## config.mk

```make
export PLATFORM = sky130hd
export DESIGN_NAME = instr_sequencer
export DESIGN_NICKNAME = d
export VERILOG_FILES = /design/src/rtl/instr_sequencer.sv
export SDC_FILE = /design/constraint.sdc
export NUM_CORES = 1
export LEC_CHECK = 0
export CORE_MARGIN = 1
export CORE_UTILIZATION = 38
export DETAILED_ROUTE_END_ITERATION = 8
export GPL_TIMING_DRIVEN = 0
export PLACE_DENSITY = 0.9
export SETUP_SLACK_MARGIN = 0.05
export SLEW_MARGIN = 0
export SYNTH_ARGS = -nofsm -noshare
export SYNTH_HDL_FRONTEND = slang
export SYNTH_SLANG_ARGS = --single-unit
```

## constraint.sdc

```tcl
create_clock -name clk -period 1.55 [get_ports clk]
set_input_delay 0.155 -clock clk [delete_from_list [all_inputs] [get_ports clk]]
set_output_delay 0.155 -clock clk [all_outputs]
set_load 0.02 [all_outputs]
```

## src/rtl/instr_sequencer.sv

```systemverilog
// instr_sequencer: fetch/decode/execute control FSM that drives the datapath strobes.
// Define INSTR_SEQUENCER_PERF_EN to add the 32-bit 'retired' write-back counter output.
module instr_sequencer (
    input  logic        clk,
    input  logic        clr,
    input  logic        run,
    input  logic [31:0] ir,
    input  logic        mem_rdy,
    input  logic        alu_done,
    output logic        pc_out,
    output logic        mar_in,
    output logic        inc_pc,
    output logic        mem_rd,
    output logic        mdr_in,
    output logic        ir_in,
    output logic        alu_start,
    output logic [4:0]  alu_op,
    output logic [3:0]  rd_a_sel,
    output logic [3:0]  rd_b_sel,
    output logic [3:0]  wr_sel,
    output logic        rf_wren,
    output logic        hi_in,
    output logic        lo_in,
    output logic        busy,
    output logic        halted,
    output logic        illegal
`ifdef INSTR_SEQUENCER_PERF_EN
    ,
    output logic [31:0] retired
`endif
);
    localparam logic [3:0] S_IDLE = 4'd0;
    localparam logic [3:0] S_F0   = 4'd1;
    localparam logic [3:0] S_F1   = 4'd2;
    localparam logic [3:0] S_F2   = 4'd3;
    localparam logic [3:0] S_DEC  = 4'd4;
    localparam logic [3:0] S_EXE  = 4'd5;
    localparam logic [3:0] S_MDW  = 4'd6;
    localparam logic [3:0] S_WB   = 4'd7;
    localparam logic [3:0] S_HALT = 4'd8;

    logic [3:0] state_q, state_d;
    logic [4:0] op_q;
    logic [3:0] dest_q, src_a_q, src_b_q;
    logic       illegal_q;
    logic       mul_div, exe_or_mdw, wb;

    assign mul_div    = op_q[4:1] == 4'b0110;
    assign exe_or_mdw = (state_q == S_EXE) || (state_q == S_MDW);
    assign wb         = state_q == S_WB;

    always_comb begin
        state_d = state_q;
        case (state_q)
            S_IDLE:  state_d = run ? S_F0 : S_IDLE;
            S_F0:    state_d = S_F1;
            S_F1:    state_d = mem_rdy ? S_F2 : S_F1;
            S_F2:    state_d = S_DEC;
            S_DEC:   state_d = (ir[31:27] >= 5'b11011) ? S_HALT : S_EXE;
            S_EXE:   state_d = mul_div ? S_MDW : S_WB;
            S_MDW:   state_d = alu_done ? S_WB : S_MDW;
            S_WB:    state_d = run ? S_F0 : S_IDLE;
            S_HALT:  state_d = S_HALT;
            default: state_d = S_IDLE;
        endcase
    end

    // Instruction fields are captured as DEC exits so EXE..WB decode from state alone.
    always_ff @(posedge clk or posedge clr) begin
        if (clr) begin
            state_q   <= S_IDLE;
            op_q      <= '0;
            dest_q    <= '0;
            src_a_q   <= '0;
            src_b_q   <= '0;
            illegal_q <= 1'b0;
        end else begin
            state_q <= state_d;
            if (state_q == S_DEC) begin
                {op_q, dest_q, src_a_q, src_b_q} <= ir[31:15];
                illegal_q <= illegal_q | (ir[31:29] == 3'b111);
            end
        end
    end

    assign pc_out    = state_q == S_F0;
    assign mar_in    = state_q == S_F0;
    assign inc_pc    = state_q == S_F0;
    assign mem_rd    = state_q == S_F1;
    assign mdr_in    = (state_q == S_F1) && mem_rdy;
    assign ir_in     = state_q == S_F2;
    assign alu_start = state_q == S_EXE;
    assign alu_op    = exe_or_mdw ? op_q : 5'd0;
    assign rd_a_sel  = exe_or_mdw ? src_a_q : 4'd0;
    assign rd_b_sel  = exe_or_mdw ? src_b_q : 4'd0;
    assign wr_sel    = (wb && !mul_div) ? dest_q : 4'd0;
    assign rf_wren   = wb && !mul_div && (dest_q != 4'd0);
    assign hi_in     = wb && mul_div;
    assign lo_in     = wb && mul_div;
    assign busy      = (state_q != S_IDLE) && (state_q != S_HALT);
    assign halted    = state_q == S_HALT;
    assign illegal   = illegal_q;

`ifdef INSTR_SEQUENCER_PERF_EN
    logic [31:0] retired_q;
    always_ff @(posedge clk or posedge clr) begin
        if (clr) retired_q <= '0;
        else if (wb) retired_q <= retired_q + 32'd1;
    end
    assign retired = retired_q;
`endif
endmodule

```

==> impl_metrics.py <==
metrics = {
    "outcome": {
        "status": "complete, but fails checks",
        "violations": "DRC, setup timing",
    },
    "synth": {
        "synth_top_area_cell": "dfrtp_1",
        "synthTopCellsByArea": "dfrtp_1 47%, mux2_2 17%, and2_1 10%, buf_6 3.8%, buf_4 3.2%",
        "syn_inst": 98,
        "netlist_area_mm2": 0.00118,
        "synth.distinct_cells": 28,
        "ys_ff_latch": 22,
        "yosysSeqAreaShare": 0.466,
        "yosysWarnings": 0,
        "syn_nets": 135,
        "syn_avg_cell_area_um2": 12.1,
        "yosysTopAreaCellShare": 0.466,
    },
    "floorplanning": {
        "core_mm2": 0.00285,
        "pin_count": 67,
        "rows": 19,
        "die_h_um": 57.8,
        "die_area_mm2": 0.00334,
        "initial_core_util": 0.414,
        "dieWidth_um": 57.8,
    },
    "worst_setup_path": {
        "cp-end-kind": "flop",
        "regToRegStartpoint": "state_q[0]$_DFF_PP0_",
        "startpoint_type": "flop",
        "ff2ff_setup_slack_ps": -340,
        "r2r-end": "src_a_q[3]$_DFFE_PP0N_",
        "crit_type": "flop to flop",
        "worstRegToRegCells": 7,
        "worst_ep_arrival_time_ps": 2090,
        "crit_required_ps": 1750,
        "critical_path_peak_fanout": 6,
    },
    "global_route": {
        "met1_usage": 0.284,
        "overflow": 0,
        "grt_max_degree": 23,
        "grt_util_met2": 0.447,
        "grt_usage": 0.244,
        "antenna_found_initial": 0,
        "grt_pass1_wl_mm": 5.95,
        "use_met3": 0.0246,
        "busiest_layer": "met2",
        "grt_pass1_vias": 1143,
    },
    "cells_and_area": {
        "nFillCells": 154,
        "synthToLayoutAreaGrowth_pct": 90.5,
        "nNetsFinal": 216,
        "diodes": 0,
        "seq_area_um2": 551,
        "drive_gt1_frac": 0.638,
        "multi_input_area_um2": 756,
    },
    "clock_network": {
        "cts_hold_buf": 0,
        "root_buffer": "clkbuf_4",
        "worstSkewPairLatency_ps": 310,
        "clk_pin_slew_ps": 120,
        "cts_tree": "done",
        "cts_sinks": 22,
        "clockBufferDepth": 2,
        "cts_buffers": 3,
        "cts-htree-levels": 1,
    },
    "route": {
        "wl_per_cell_um": 19.7,
        "vias": 1100,
        "first_pass_iters": 6,
        "via_per_inst": 5.29,
        "drt_iter0_drc": 38,
        "remaining_drc_errors": 3,
        "routed_wl_mm": 4.10,
        "ant_nets": 0,
    },
    "flow_run": {
        "timing.max_cap.violations": 0,
    },
    "place": {
        "gp_congestion": 0.756,
        "hpwl_mm": 2.05,
        "portBuffers": 51,
    },
    "min_path": {
        "hold_class": "primary input to async pin",
    },
    "timing": {
        "layout_setup_ws_ps": -343,
        "drv_slew": 0,
        "hold_viol_final": 0,
        "finalCritPeriodShare": 1.22,
        "rsz0062_at_grt": "yes",
        "slew-limit-headroom": 0.433,
        "whs_ps": 311,
        "tightest_slew_ps": 849,
        "period_needed_ps": 1890,
        "setup_viol": 50,
        "fmax_mhz": 528,
        "fin_skew_ps": 5.72,
    },
    "power": {
        "p_int_mw": 2.78,
        "p_switching_mw": 1.65,
        "p_total_mw": 4.43,
        "seq_power_share": 0.240,
        "vdd_drop_max_mv": 0.886,
        "combPwrFrac": 0.700,
        "power_density_mw_per_mm2": 1970,
        "clkPwrFrac": 0.060,
        "p_leak_nw": 1.07,
        "swShare": 0.372,
    },
}
-- cell usage in the layout, fill, tap and decap left out, types with 2 or more instances in the layout --
cell type,Yosys,routed
clkdlybuf4s50_1,0,22
nor2_1,4,3
mux2_4,0,17
clkbuf_4,0,3
nor4bb_4,0,2
buf_4,5,21
inv_1,2,2
dfrtp_1,22,22
and2_4,0,18
buf_6,4,41
nor4b_4,1,3
-- stage by stage --
step	setup slack [ps]	setup TNS, ps	util	cells	cell area, um^2
2_1_floorplan	-25.3	-50.9	-	98	1210
3_3_place_gp	-478	-9390	0.615	180	1760
3_5_place_dp	-502	-10490	0.615	180	1760
4_1_cts	-315	-7360	0.726	199	2070
5_1_grt	-382	-14920	0.789	208	2250
6_report	-343	-13100	0.789	208	2250
-- sequential cells by signal (all words and copies together), names as in the netlist --
name / count
dest_q: 4
illegal: 1
op_q: 5
src_a_q: 4
src_b_q: 4
state_q: 4
-- power by group through the flow --
| stage | clock [mW] | combinational, mW | sequential, mW |
|---|---|---|---|
| final | 0.267 | 3.10 | 1.06 |
| after global routing | 0.296 | 3.23 | 1.09 |
| after CTS | 0.262 | 2.61 | 1.03 |
| after detailed placement | 0 | 1.91 | 1.02 |
| after global placement | 0 | 1.86 | 0.997 |
| after floorplan | 0 | 1.26 | 0.988 |
-- worst max-delay path by stage --
stage | from | endpoint | slack [ps] | cells after the start
after floorplan | state_q[3]$_DFF_PP0_ | mdr_in | -30 | 3
after global placement | state_q[1]$_DFF_PP0_ | alu_op[3] | -480 | 6
after detailed placement | state_q[1]$_DFF_PP0_ | alu_op[2] | -500 | 6
after CTS | state_q[0]$_DFF_PP0_ | alu_op[2] | -320 | 6
after global routing | state_q[1]$_DFF_PP0_ | rf_wren | -380 | 6
final | state_q[0]$_DFF_PP0_ | src_a_q[3]$_DFFE_PP0N_ | -340 | 7
-- critical path: stages, from the launching register on --
cell	delay [ps]
dfrtp_1	420
buf_6	150
buf_4	150
buf_6	120
nor4b_4	280
buf_4	200
buf_6	140
mux2_4	310
-- final cells by class --
class | instances | area share
clock buffers | 3 | 0.0100
inverters | 2 | 0.00334
plain buffers | 10 | 0.0450
flip-flops and latches | 22 | 0.245
repair buffers | 76 | 0.344
multi-input cells | 64 | 0.336
well taps | 31 | 0.0172
-- cells by family (layout without fill, tap and decap cells) --
kind of cell | count (synthesis) | count (layout) | share of synthesized area
simple gates | 38 | 38 | 0.228
flops | 22 | 22 | 0.466
mux | 18 | 18 | 0.172
buf+inv | 12 | 91 | 0.0805
compound gates | 7 | 7 | 0.0466
xor+xnor | 1 | 1 | 0.00742
-- metal layers --
layer	vias up	wire length [um]	part of all wire
li1	494	-	-
met1	557	1690	0.41
met2	39	2130	0.52
met3	10	159	0.039
met4	0	121	0.030
met5	-	0	0
-- cells in the mapped netlist --
library cell	count
buf_4	5
o21ai_0	1
or3_1	1
nor2b_1	2
nand4b_1	1
nor4bb_1	2
nor4b_1	2
a21o_1	1
and3_1	1
nor3_1	1
nand2_1	1
a32oi_1	1
a21oi_1	1
xnor2_1	1
inv_1	2
o21a_1	1
buf_6	4
mux2_2	18
and2_1	19
buf_2	1
nand3b_1	1
o41a_1	1
nor2_1	4
nand4bb_1	1
nor4b_4	1
nor3b_2	1
a41o_1	1
dfrtp_1	22
-- what timing repair did --
item	CTS	global route
setup endpoints to repair	46	50
buffers inserted	12	9
pin swaps	8	8
resized for setup	209	32
hold endpoints to repair	0	0
gates cloned	4	0
Note: power is estimated with default switching activity, not from simulation.
